## src/rtl/instr_decode_unit.sv

```systemverilog
// rtl/instr_decode_unit.sv - instruction fetch register, family decoder and NZCV condition evaluation
module instr_decode_unit #(
   parameter logic [31:0] RESET_IR    = 32'hE1A0_0000,
   parameter logic [3:0]  RESET_FLAGS = 4'b0000
) (
   input  logic        clk,
   input  logic        rst,
   input  logic        ld_ir,
   input  logic        flush,
   input  logic [31:0] mem_data,
   input  logic        mem_ready,
   input  logic        ld_cc,
   input  logic [3:0]  alu_flags,
   output logic        fetch_req,
   output logic [31:0] ir,
   output logic        ir_valid,
   output logic [3:0]  family_number,
   output logic        COND,
   output logic        L,
   output logic        P,
   output logic        A,
   output logic [3:0]  flags
);

   typedef enum logic [1:0] {IDLE, FETCH, DECODED} state_t;

   state_t state, state_nxt;
   logic   capture;
   logic   cond_pass;

   // Priority-ordered family classification of bits 27:0 of an instruction word
   function automatic logic [3:0] decode_family(input logic [27:0] w);
      logic [3:0] fam;
      fam = 4'd0;
      if (w[27:4] == 24'h12FFF1)
         fam = 4'd8;
      else if (w[27:23] == 5'b00010 && w[21:20] == 2'b00 && w[11:4] == 8'b0000_1001)
         fam = 4'd4;
      else if (w[27:22] == 6'b000000 && w[7:4] == 4'b1001)
         fam = 4'd2;
      else if (w[27:23] == 5'b00001 && w[7:4] == 4'b1001)
         fam = 4'd3;
      else if (w[27:25] == 3'b000 && w[7] && w[4] && w[6:5] != 2'b00)
         fam = 4'd5;
      else if (w[27:23] == 5'b00010 && w[21:20] == 2'b00 && w[7:4] == 4'b0000)
         fam = 4'd6;
      else if ((w[27:23] == 5'b00010 && w[21:20] == 2'b10 && w[7:4] == 4'b0000) ||
               (w[27:23] == 5'b00110 && w[21:20] == 2'b10))
         fam = 4'd7;
      else begin
         case (w[27:25])
            3'b000: fam = 4'd0;
            3'b001: fam = 4'd1;
            3'b010: fam = 4'd9;
            3'b011: fam = w[4] ? 4'd11 : 4'd10;
            3'b100: fam = 4'd12;
            3'b101: fam = 4'd13;
            3'b110: fam = 4'd14;
            default: fam = w[24] ? 4'd15 : 4'd14;
         endcase
      end
      return fam;
   endfunction

   always_ff @(posedge clk or posedge rst) begin
      if (rst)
         state <= IDLE;
      else
         state <= state_nxt;
   end

   always_comb begin
      state_nxt = state;
      if (flush)
         state_nxt = IDLE;
      else begin
         case (state)
            IDLE:    if (ld_ir)     state_nxt = FETCH;
            FETCH:   if (mem_ready) state_nxt = DECODED;
            DECODED: if (ld_ir)     state_nxt = FETCH;
            default:                state_nxt = IDLE;
         endcase
      end
   end

   assign fetch_req = (state == FETCH);
   assign ir_valid  = (state == DECODED);
   assign capture   = (state == FETCH) && mem_ready && !flush;

   always_ff @(posedge clk or posedge rst) begin
      if (rst) begin
         ir            <= RESET_IR;
         family_number <= 4'd0;
         L             <= 1'b0;
         P             <= 1'b0;
         A             <= 1'b0;
      end else if (capture) begin
         ir            <= mem_data;
         family_number <= decode_family(mem_data[27:0]);
         L             <= mem_data[20];
         P             <= mem_data[24];
         A             <= mem_data[21];
      end
   end

   always_ff @(posedge clk or posedge rst) begin
      if (rst)
         flags <= RESET_FLAGS;
      else if (ld_cc)
         flags <= alu_flags;
   end

   // flags = {N,Z,C,V}
   always_comb begin
      cond_pass = 1'b0;
      case (ir[31:28])
         4'h0: cond_pass = flags[2];
         4'h1: cond_pass = !flags[2];
         4'h2: cond_pass = flags[1];
         4'h3: cond_pass = !flags[1];
         4'h4: cond_pass = flags[3];
         4'h5: cond_pass = !flags[3];
         4'h6: cond_pass = flags[0];
         4'h7: cond_pass = !flags[0];
         4'h8: cond_pass = flags[1] && !flags[2];
         4'h9: cond_pass = !flags[1] || flags[2];
         4'hA: cond_pass = (flags[3] == flags[0]);
         4'hB: cond_pass = (flags[3] != flags[0]);
         4'hC: cond_pass = !flags[2] && (flags[3] == flags[0]);
         4'hD: cond_pass = flags[2] || (flags[3] != flags[0]);
         4'hE: cond_pass = 1'b1;
         default: cond_pass = 1'b0;
      endcase
   end

   assign COND = cond_pass && ir_valid;

endmodule

```

## config.mk

```make
export PLATFORM = sky130hd
export DESIGN_NAME = instr_decode_unit
export DESIGN_NICKNAME = d
export VERILOG_FILES = /design/src/rtl/instr_decode_unit.sv
export SDC_FILE = /design/constraint.sdc
export NUM_CORES = 1
export LEC_CHECK = 0
export BUFFER_PORTS_ARGS = -buffer_cell sky130_fd_sc_hd__clkbuf_2
export CORE_AREA = 10 10 77 79
export DETAILED_ROUTE_END_ITERATION = 10
export DIE_AREA = 0 0 87 89
export PLACE_DENSITY = 0.8
export SLEW_MARGIN = 20
export SYNTH_ARGS = -nofsm -noshare
export SYNTH_HDL_FRONTEND = slang
export SYNTH_SLANG_ARGS = --single-unit
```

## constraint.sdc

```tcl
create_clock -name clk -period 4 [get_ports clk]
set_clock_uncertainty 0.05 [all_clocks]
set_input_delay 0.4 -clock clk [delete_from_list [all_inputs] [get_ports clk]]
set_output_delay 0.4 -clock clk [all_outputs]
set_load 0.1 [all_outputs]
```

==> results.ini, run 1 <==
[power_and_ir_drop]
comb_power_share_pct = 54.1
p_int_uw = 853
sw_frac_of_total_pct = 57.2
p_seq_share_pct = 32.0
power_leakage_nw = 1.42
p_clk_share_pct = 13.8
p_total_mw = 1.99
p_sw_mw = 1.14
powerDensity_mw_per_mm2 = 740
ir_drop_mv = 0.351

[sta]
setup_viol = 0
slew_viol_final = 0
hold_viol = 0
rsz0062_at_grt = false
timing.final.crit_share_pct = 71.8
clock.fmax_mhz = 348
fin_crit_ns = 2.87
worst_slew_pin_slew_ns = 0.884
maxSlewHeadroom_pct = 41.0
setup-tns-final_ns = 0

[placement]
dpl_cell_area_mm2 = 0.00260
post-dp-hpwl_um = 4400
place.gp.congestion = 0.839
numPortBuffers = 87
placed_cells = 372

[yosys]
yosys_warnings = 0
synth_most_common_cell = nand2_1
synthDominantCellAreaShare_pct = 44.5
yosys-top-cells-count = 96 x nand2_1, 38 x dfrtp_1, 12 x nor2_1, 7 x inv_1, 7 x o21ai_0
synth_edf_count = 0
syn_inst = 241
async_reset_ff_share_pct = 100
synth_flop_cell = dfrtp_1
ys_seq_area_share_pct = 51.9
netlist_top_cells_area = dfrtp_1 45%, nand2_1 17%, dfstp_2 7.4%
syn_area_mm2 = 0.00213
ys_types = 47
synth_top_cell_by_area = dfrtp_1
ys_ff_latch = 44
synth_area_per_cell_um2 = 8.86
syn_nets = 283

[clock_tree]
cts_hold_buf = 0
clkTransAtPathRegs_ns = 0.07
cts_resized = 0
ctsLongestPathBuffers = 2
cts_sinks = 44
cts_root_buffer = clkbuf_8
post_cts_buffers = 0
htreeDepth = 2
cts_tree = yes
numCtsBuffers = 5
clk_latency_ns = 0.28

[cells_and_area]
final_cell_area_mm2 = 0.00269
diodes = 0
multi_input_area_um2 = 958
area_growth_pct = 26.2
drive_gt1_share_pct = 33.7
register_area_mm2 = 0.00111
fillers = 421
final_nets = 367
final_cells = 380

[setup_path]
path_max_fanout = 13
slowest_stage = dfstp_2
rr_startpoint = state[1]
critPathTopFamily = flip-flops
max_stage_delay_ns = 0.65
critPathRequiredTime_ns = 3.55
crit_arrival_ns = 2.42
r2r_cells = 4
critPathKind = flip-flop to output pin
critical_path.endpoint_type = output pin
crit_buf_inv = 1
cp-start-kind = flip-flop
rrSetupSlack_ns = 1.99
cp_cell_sequence = nand2_1, or4_1, a41o_1, a31oi_2, clkbuf_2
reg2reg_to = family_number[0]

[routing]
firstDrtPassIters = 4
drtIter0Drc = 83
viasPerCell = 5.12
wirelength_um = 5620
drtAntennaViolNets = 0
drc_errors = 0
vias = 1945
routedWlPerCell_um = 14.8

[run]
maxCapViolations = 0

[global_route]
grt_start_max_net_pins = 45
grt_pass1_vias = 1942
grt-ovfl-total = 0
grtUsageTotal_pct = 14.5
grt_pass1_wl_um = 9110
grt_antenna_before_repair = 0

[floorplanning]
die_area_mm2 = 0.00774
ioPinCount = 88
start_util_pct = 47.1
fp.dieH_um = 89
fp.dieW_um = 87
core_mm2 = 0.00454
rows = 25

[outcome]
status = finished, final reports clean

[min_path]
worstHoldPathType = input pin to async pin

[placed cells by master (no fill, tap or decap), drive strengths merged, types with 3 or more instances in the layout]
cell,Yosys,routed
o21ai,7,7
nand3,3,3
nand2,96,96
mux2,5,5
a31oi,3,3
nor2,12,12
dfrtp,38,38
clkbuf,5,95
mux2i,3,3
inv,7,7
dfstp,6,6
nand4,3,3
or4,3,3
nor4,5,5
nor2b,6,6
[metal layers]
metal	track usage, %	wire length (µm)	vias to the layer above
met1	16.7	2300	903
met4	5.30	54	0
met5	0	0	-
met2	25.1	2870	51
met3	4.01	396	2
li1	-	-	989
[how the worst max path moves through the flow]
stage / from / end / slack, ns / depth (start not counted)
2_1_floorplan: state[0] / COND / 0.37 / 3
3_3_place_gp: ir[31] / COND / 1.51 / 5
3_5_place_dp: ir[31] / COND / 1.43 / 5
4_1_cts: ir[31] / COND / 1.12 / 5
5_1_grt: ir[31] / COND / 1.03 / 5
6_report: ir[31] / COND / 1.13 / 5
[sequential cells by signal, summed over array words and instances, names as in the netlist]
| name | cells |
|---|---|
| flags | 4 |
| ir | 32 |
| A | 1 |
| state | 2 |
| family_number | 4 |
| P | 1 |
[stage by stage]
stage | util, % | setup WS, ns | hold slack, ns
6_report | 59.4 | 1.13 | 0.236
2_1_floorplan | - | 0.372 | 0.416
3_3_place_gp | 57.4 | 1.51 | 0.397
3_5_place_dp | 57.4 | 1.43 | 0.404
4_1_cts | 59.4 | 1.12 | 0.236
5_1_grt | 59.4 | 1.03 | 0.246
[worst reg2reg max path: cells and delay by family (launching register included)]
| kind | cells | cell delay, ns |
|---|---|---|
| DFF | 1 | 0.40 |
| and+or+nand+nor | 2 | 1.03 |
| AOI/OAI and AO/OA | 2 | 0.36 |
[area by class of cell]
| cell class | count | area share, % |
|---|---|---|
| sequential | 44 | 41.2 |
| tap | 54 | 2.51 |
| multi-input combinational | 179 | 35.6 |
| clock buffer | 8 | 3.34 |
| inverter | 7 | 0.975 |
| timing repair buffer | 88 | 16.4 |
[power groups by stage]
stage / logic [mW] / clock network [mW] / registers (mW)
after floorplan: 0.197 / 0 / 1.35
after global placement: 1.08 / 0 / 0.639
after detailed placement: 1.09 / 0 / 0.644
after CTS: 1.09 / 0.284 / 0.638
after global routing: 1.13 / 0.307 / 0.655
final: 1.08 / 0.276 / 0.638
[logic make-up after synthesis]
kind of cell / count (synthesis) / share of synthesized area, %
compound gates: 26 / 9.20
xor+xnor: 2 / 0.821
mux: 8 / 4.04
simple gates: 143 / 30.5
buf+inv: 18 / 3.46
flops: 44 / 51.9
No activity file was read; power rests on OpenSTA's default activity.
==> run 2, diff against run 1 <==
- CORE_AREA: 10 10 77 79 -> 10 10 78 80
- DIE_AREA: 0 0 87 89 -> 0 0 88 90
- PLACE_DENSITY: 0.8 -> 0.78
- clock period: 4 -> 2.8 ns (I/O delays scaled with it)
==> results.ini, run 2 (synthesis gave the netlist of run 1 again) <==
[setup_path]
critical_path.endpoint_type = output pin
path_max_fanout = 13
rrSetupSlack_ns = 0.97
critPathRequiredTime_ns = 2.47
max_stage_delay_ns = 0.65
slowest_stage = dfstp_2
cp-start-kind = flip-flop
critPathKind = flip-flop to output pin
critPathTopFamily = flip-flops
cp_cell_sequence = or4b_1, a31oi_1, o21ai_0, a31oi_4, buf_4
crit_buf_inv = 1
crit_arrival_ns = 2.21

[cells_and_area]
area_growth_pct = 27.4
diodes = 0
reg_top3 = ir (32), family_number (4), flags (4)
drive_gt1_share_pct = 34.3
largest-register = ir
final_cell_area_mm2 = 0.00272
mostFrequentLayoutCell = nand2_1
fillers = 427
final_nets = 368
largest_reg_flops = 32
final_cells = 381
final_cell_mix = 96 x nand2_1, 86 x clkbuf_2, 38 x dfrtp_1, 12 x nor2_1, 7 x o21ai_0

[clock_tree]
clkTransAtPathRegs_ns = 0.08
ctsLongestPathBuffers = 2
cts_tree = yes
cts_root_buffer = clkbuf_8
cts_resized = 0
post_cts_buffers = 0
cts_sinks = 44
cts_hold_buf = 0
numCtsBuffers = 5
htreeDepth = 2
clk_latency_ns = 0.28

[global_route]
grtUsageTotal_pct = 14.5
grt_antenna_before_repair = 0
grt_start_max_net_pins = 45
grt_pass1_wl_um = 9430
grt_pass1_vias = 1952
grt-ovfl-total = 0

[sta]
setup-tns-final_ns = 0
rsz0062_at_grt = false
worst_slew_pin_slew_ns = 0.909
timing.final.crit_share_pct = 90.6
clock.fmax_mhz = 394
fin_crit_ns = 2.54
maxSlewHeadroom_pct = 39.3
hold_viol = 0
slew_viol_final = 0
setup_viol = 0

[floorplanning]
die_area_mm2 = 0.00792
ioPinCount = 88
start_util_pct = 46.4
core_mm2 = 0.00460
fp.dieW_um = 88
rows = 25
fp.dieH_um = 90

[routing]
drtAntennaViolNets = 0
firstDrtPassIters = 4
wirelength_um = 5620
routedWlPerCell_um = 14.8
vias = 1940
viasPerCell = 5.09
drtIter0Drc = 65
drc_errors = 0

[outcome]
status = finished, final reports clean

[placement]
numPortBuffers = 87
placed_cells = 373
place.gp.congestion = 0.866
post-dp-hpwl_um = 4360
dpl_cell_area_mm2 = 0.00263

[power_and_ir_drop]
ir_drop_mv = 0.487
power_leakage_nw = 1.43
powerDensity_mw_per_mm2 = 1050
p_total_mw = 2.86

[min_path]
worstHoldPathType = input pin to flip-flop

[run]
maxCapViolations = 0

-- run 2: changes by cell type in the layout (fill, tap and decap cells not counted), sizes merged --
cell and delta:
buf +2, clkbuf -1
-- run 2: metal layers --
layer | track usage [%] | wire length, µm | up-vias
met5 | 0 | 0 | -
met4 | 4.79 | 66 | 0
met3 | 4.69 | 420 | 4
met2 | 22.3 | 2680 | 56
met1 | 18.6 | 2460 | 895
li1 | - | - | 985
-- run 2: report_power, final --
part           internal (mW)  switching [mW]
clock                  0.201           0.198
combinational          0.225            1.32
sequential             0.796           0.113
total                   1.22            1.63
-- run 2: worst paths after layout --
| kind | to | depth (start not counted) | start |
|---|---|---|---|
| setup / recovery | COND | 5 | ir[31] |
| setup reg to reg | family_number[0] | 4 | state[1] |
| hold / removal | ir[30] | 3 | mem_data[30] |
| min in group asynchronous | ir[22] | 2 | rst |
| hold reg to reg | ir[23] | 2 | ir[23] |
| max in group asynchronous | A | 2 | rst |
-- run 2: tightest hold or removal path, cell delays in order --
cell and delay, ns:
clkbuf_2 0.08, nand2_1 0.04, nand2_1 0.04
-- run 2: cell type report --
cell class | count | area [µm²] | share of cell area (%)
Clock buffer | 8 | 90.1 | 3.31
Multi-Input combinational cell | 179 | 970 | 35.7
Sequential cell | 44 | 1110 | 40.9
Inverter | 7 | 26.3 | 0.966
Tap cell | 54 | 67.6 | 2.49
Timing Repair Buffer | 89 | 453 | 16.7
-- run 2: metrics by stage --
| stage | util [%] | hold WS [ns] | worst slack [ns] |
|---|---|---|---|
| after global routing | 59.1 | 0.107 | 0.140 |
| after CTS | 59.1 | 0.105 | 0.248 |
| final | 59.1 | 0.111 | 0.262 |
| after global placement | 57.2 | 0.397 | 0.586 |
| after floorplan | - | 0.296 | 0.0532 |
| after detailed placement | 57.2 | 0.398 | 0.569 |
==> run 3, diff against run 2 <==
- CORE_AREA: 10 10 78 80 -> 10 10 82 84
- DIE_AREA: 0 0 88 90 -> 0 0 92 94
- PLACE_DENSITY: 0.78 -> 0.74
- clock period: 2.8 -> 2.1 ns (I/O delays scaled with it)
==> results.ini, run 3 (synthesis gave the netlist of run 1 again) <==
[floorplanning]
ioPinCount = 88
start_util_pct = 42.1
die_area_mm2 = 0.00865
rows = 26
fp.dieW_um = 92
fp.dieH_um = 94
core_mm2 = 0.00507

[power_and_ir_drop]
power_leakage_nw = 1.50
p_clk_share_pct = 14.5
sw_frac_of_total_pct = 56.4
comb_power_share_pct = 54.9
powerDensity_mw_per_mm2 = 1370
ir_drop_mv = 0.781
p_seq_share_pct = 30.6
p_sw_mw = 2.24
p_int_mw = 1.73

[setup_path]
slowest_stage = dfstp_4
r2r_cells = 4
crit_buf_inv = 1
path_max_fanout = 5
critical_path.endpoint_type = output pin
crit_arrival_ns = 2.04
crit_start = ir[31]
rr_startpoint = state[1]
cp-start-kind = flip-flop
critPathTopFamily = flip-flops
rrSetupSlack_ns = 0.46
cp_cell_sequence = or4b_1, a31oi_1, o21ai_2, a31oi_4, buf_12
critPathRequiredTime_ns = 1.84
crit_cells = 5
max_stage_delay_ns = 0.65
critPathKind = flip-flop to output pin

[routing]
drc_errors = 0
viasPerCell = 5.02
routedWlPerCell_um = 15.6
wirelength_um = 6360
vias = 2047
firstDrtPassIters = 4
drtAntennaViolNets = 0
drtIter0Drc = 105

[clock_tree]
cts_tree = yes
cts_sinks = 44
numCtsBuffers = 5
cts_root_buffer = clkbuf_8
clkTransAtPathRegs_ns = 0.08
htreeDepth = 2
ctsLongestPathBuffers = 2
clk_latency_ns = 0.29

[cells_and_area]
largest_reg_flops = 32
final_cell_area_mm2 = 0.00290
area_growth_pct = 36.0
fillers = 482
reg_top3 = ir (32), family_number (4), flags (4)
final_nets = 379
drive_gt1_share_pct = 39.9
mostFrequentLayoutCell = nand2_1
diodes = 0
largest-register = ir
final_cell_mix = 95 x nand2_1, 86 x clkbuf_2, 33 x dfrtp_1, 13 x buf_4, 12 x nor2_1

[sta]
rsz0062_at_grt = true
maxSlewHeadroom_pct = 60.4
hold_viol = 38
setup_viol = 1
fin_ws_ns = -0.202
clock.fmax_mhz = 434
timing.final.crit_share_pct = 110
setup-tns-final_ns = -0.202
worst_slew_pin_slew_ns = 0.588
finalHoldWorstSlack_ns = -0.0250
slew_viol_final = 0
fin_crit_ns = 2.30

[placement]
dpl_cell_area_mm2 = 0.00271
place.gp.congestion = 0.855
preCtsSetupSlack_ns = 0.0164
post-dp-hpwl_um = 4840
numPortBuffers = 87

[global_route]
grt-busiest-layer = met2
grtUsageMet3_pct = 4.16
grt_pass1_wl_um = 10600
grt_pass1_vias = 2168
met2_usage_pct = 26.4
grtUsageTotal_pct = 15.0
grt-ovfl-total = 0
grt_start_max_net_pins = 45
gr-usage-met1_pct = 16.9
grt_antenna_before_repair = 0

[run]
maxCapViolations = 0

[outcome]
status = complete, but fails checks
violations = hold timing, setup timing

[min_path]
worstHoldPathType = input pin to async pin

run 3: layout make-up:
class	count	area (µm²)	area share (%)
clock buffers	8	100	3.45
inverters	7	26.3	0.905
multi-input cells	179	1020	35.0
flip-flops and latches	44	1120	38.8
well taps	70	87.6	3.02
repair buffers	100	548	18.9
run 3: stage by stage:
stage | total power, mW | cells | utilization [%]
CTS | 3.98 | 407 | 56.6
detailed placement | 3.35 | 393 | 53.5
global placement | 3.33 | 393 | 53.5
global route | 4.15 | 408 | 57.2
finish | 3.97 | 408 | 57.2
floorplan | 2.99 | 241 | -
run 3: repair_timing:
item / 4_1_cts / 5_1_grt
hold buffers: 0 / 0
pin swaps: 3 / 3
resized for setup: 3 / 3
buffers inserted: 6 / 1
setup endpoints to repair: 1 / 1
run 3: power groups by stage:
| stage | clock (mW) | sequential [mW] | combinational [mW] |
|---|---|---|---|
| floorplan | 0 | 2.59 | 0.391 |
| global placement | 0 | 1.22 | 2.11 |
| detailed placement | 0 | 1.23 | 2.12 |
| CTS | 0.592 | 1.21 | 2.18 |
| global route | 0.628 | 1.25 | 2.28 |
| finish | 0.575 | 1.22 | 2.18 |
run 3: tightest hold or removal path: cells and delay by family:
kind / cells / cell delay [ns]
buffers and inverters: 3 / 0.56
run 3: path summary, 6_finish.rpt:
path / end
setup / recovery: COND
hold / removal: family_number[3]
setup reg to reg: family_number[2]
hold reg to reg: ir[23]
max in group asynchronous: ir[28]
min in group clk: ir[31]
run 3: layer usage:
layer | wire length (µm) | share of wire [%]
met1 | 2600 | 41
met5 | 0 | 0
met3 | 373 | 5.9
met2 | 3260 | 51
met4 | 121 | 1.9
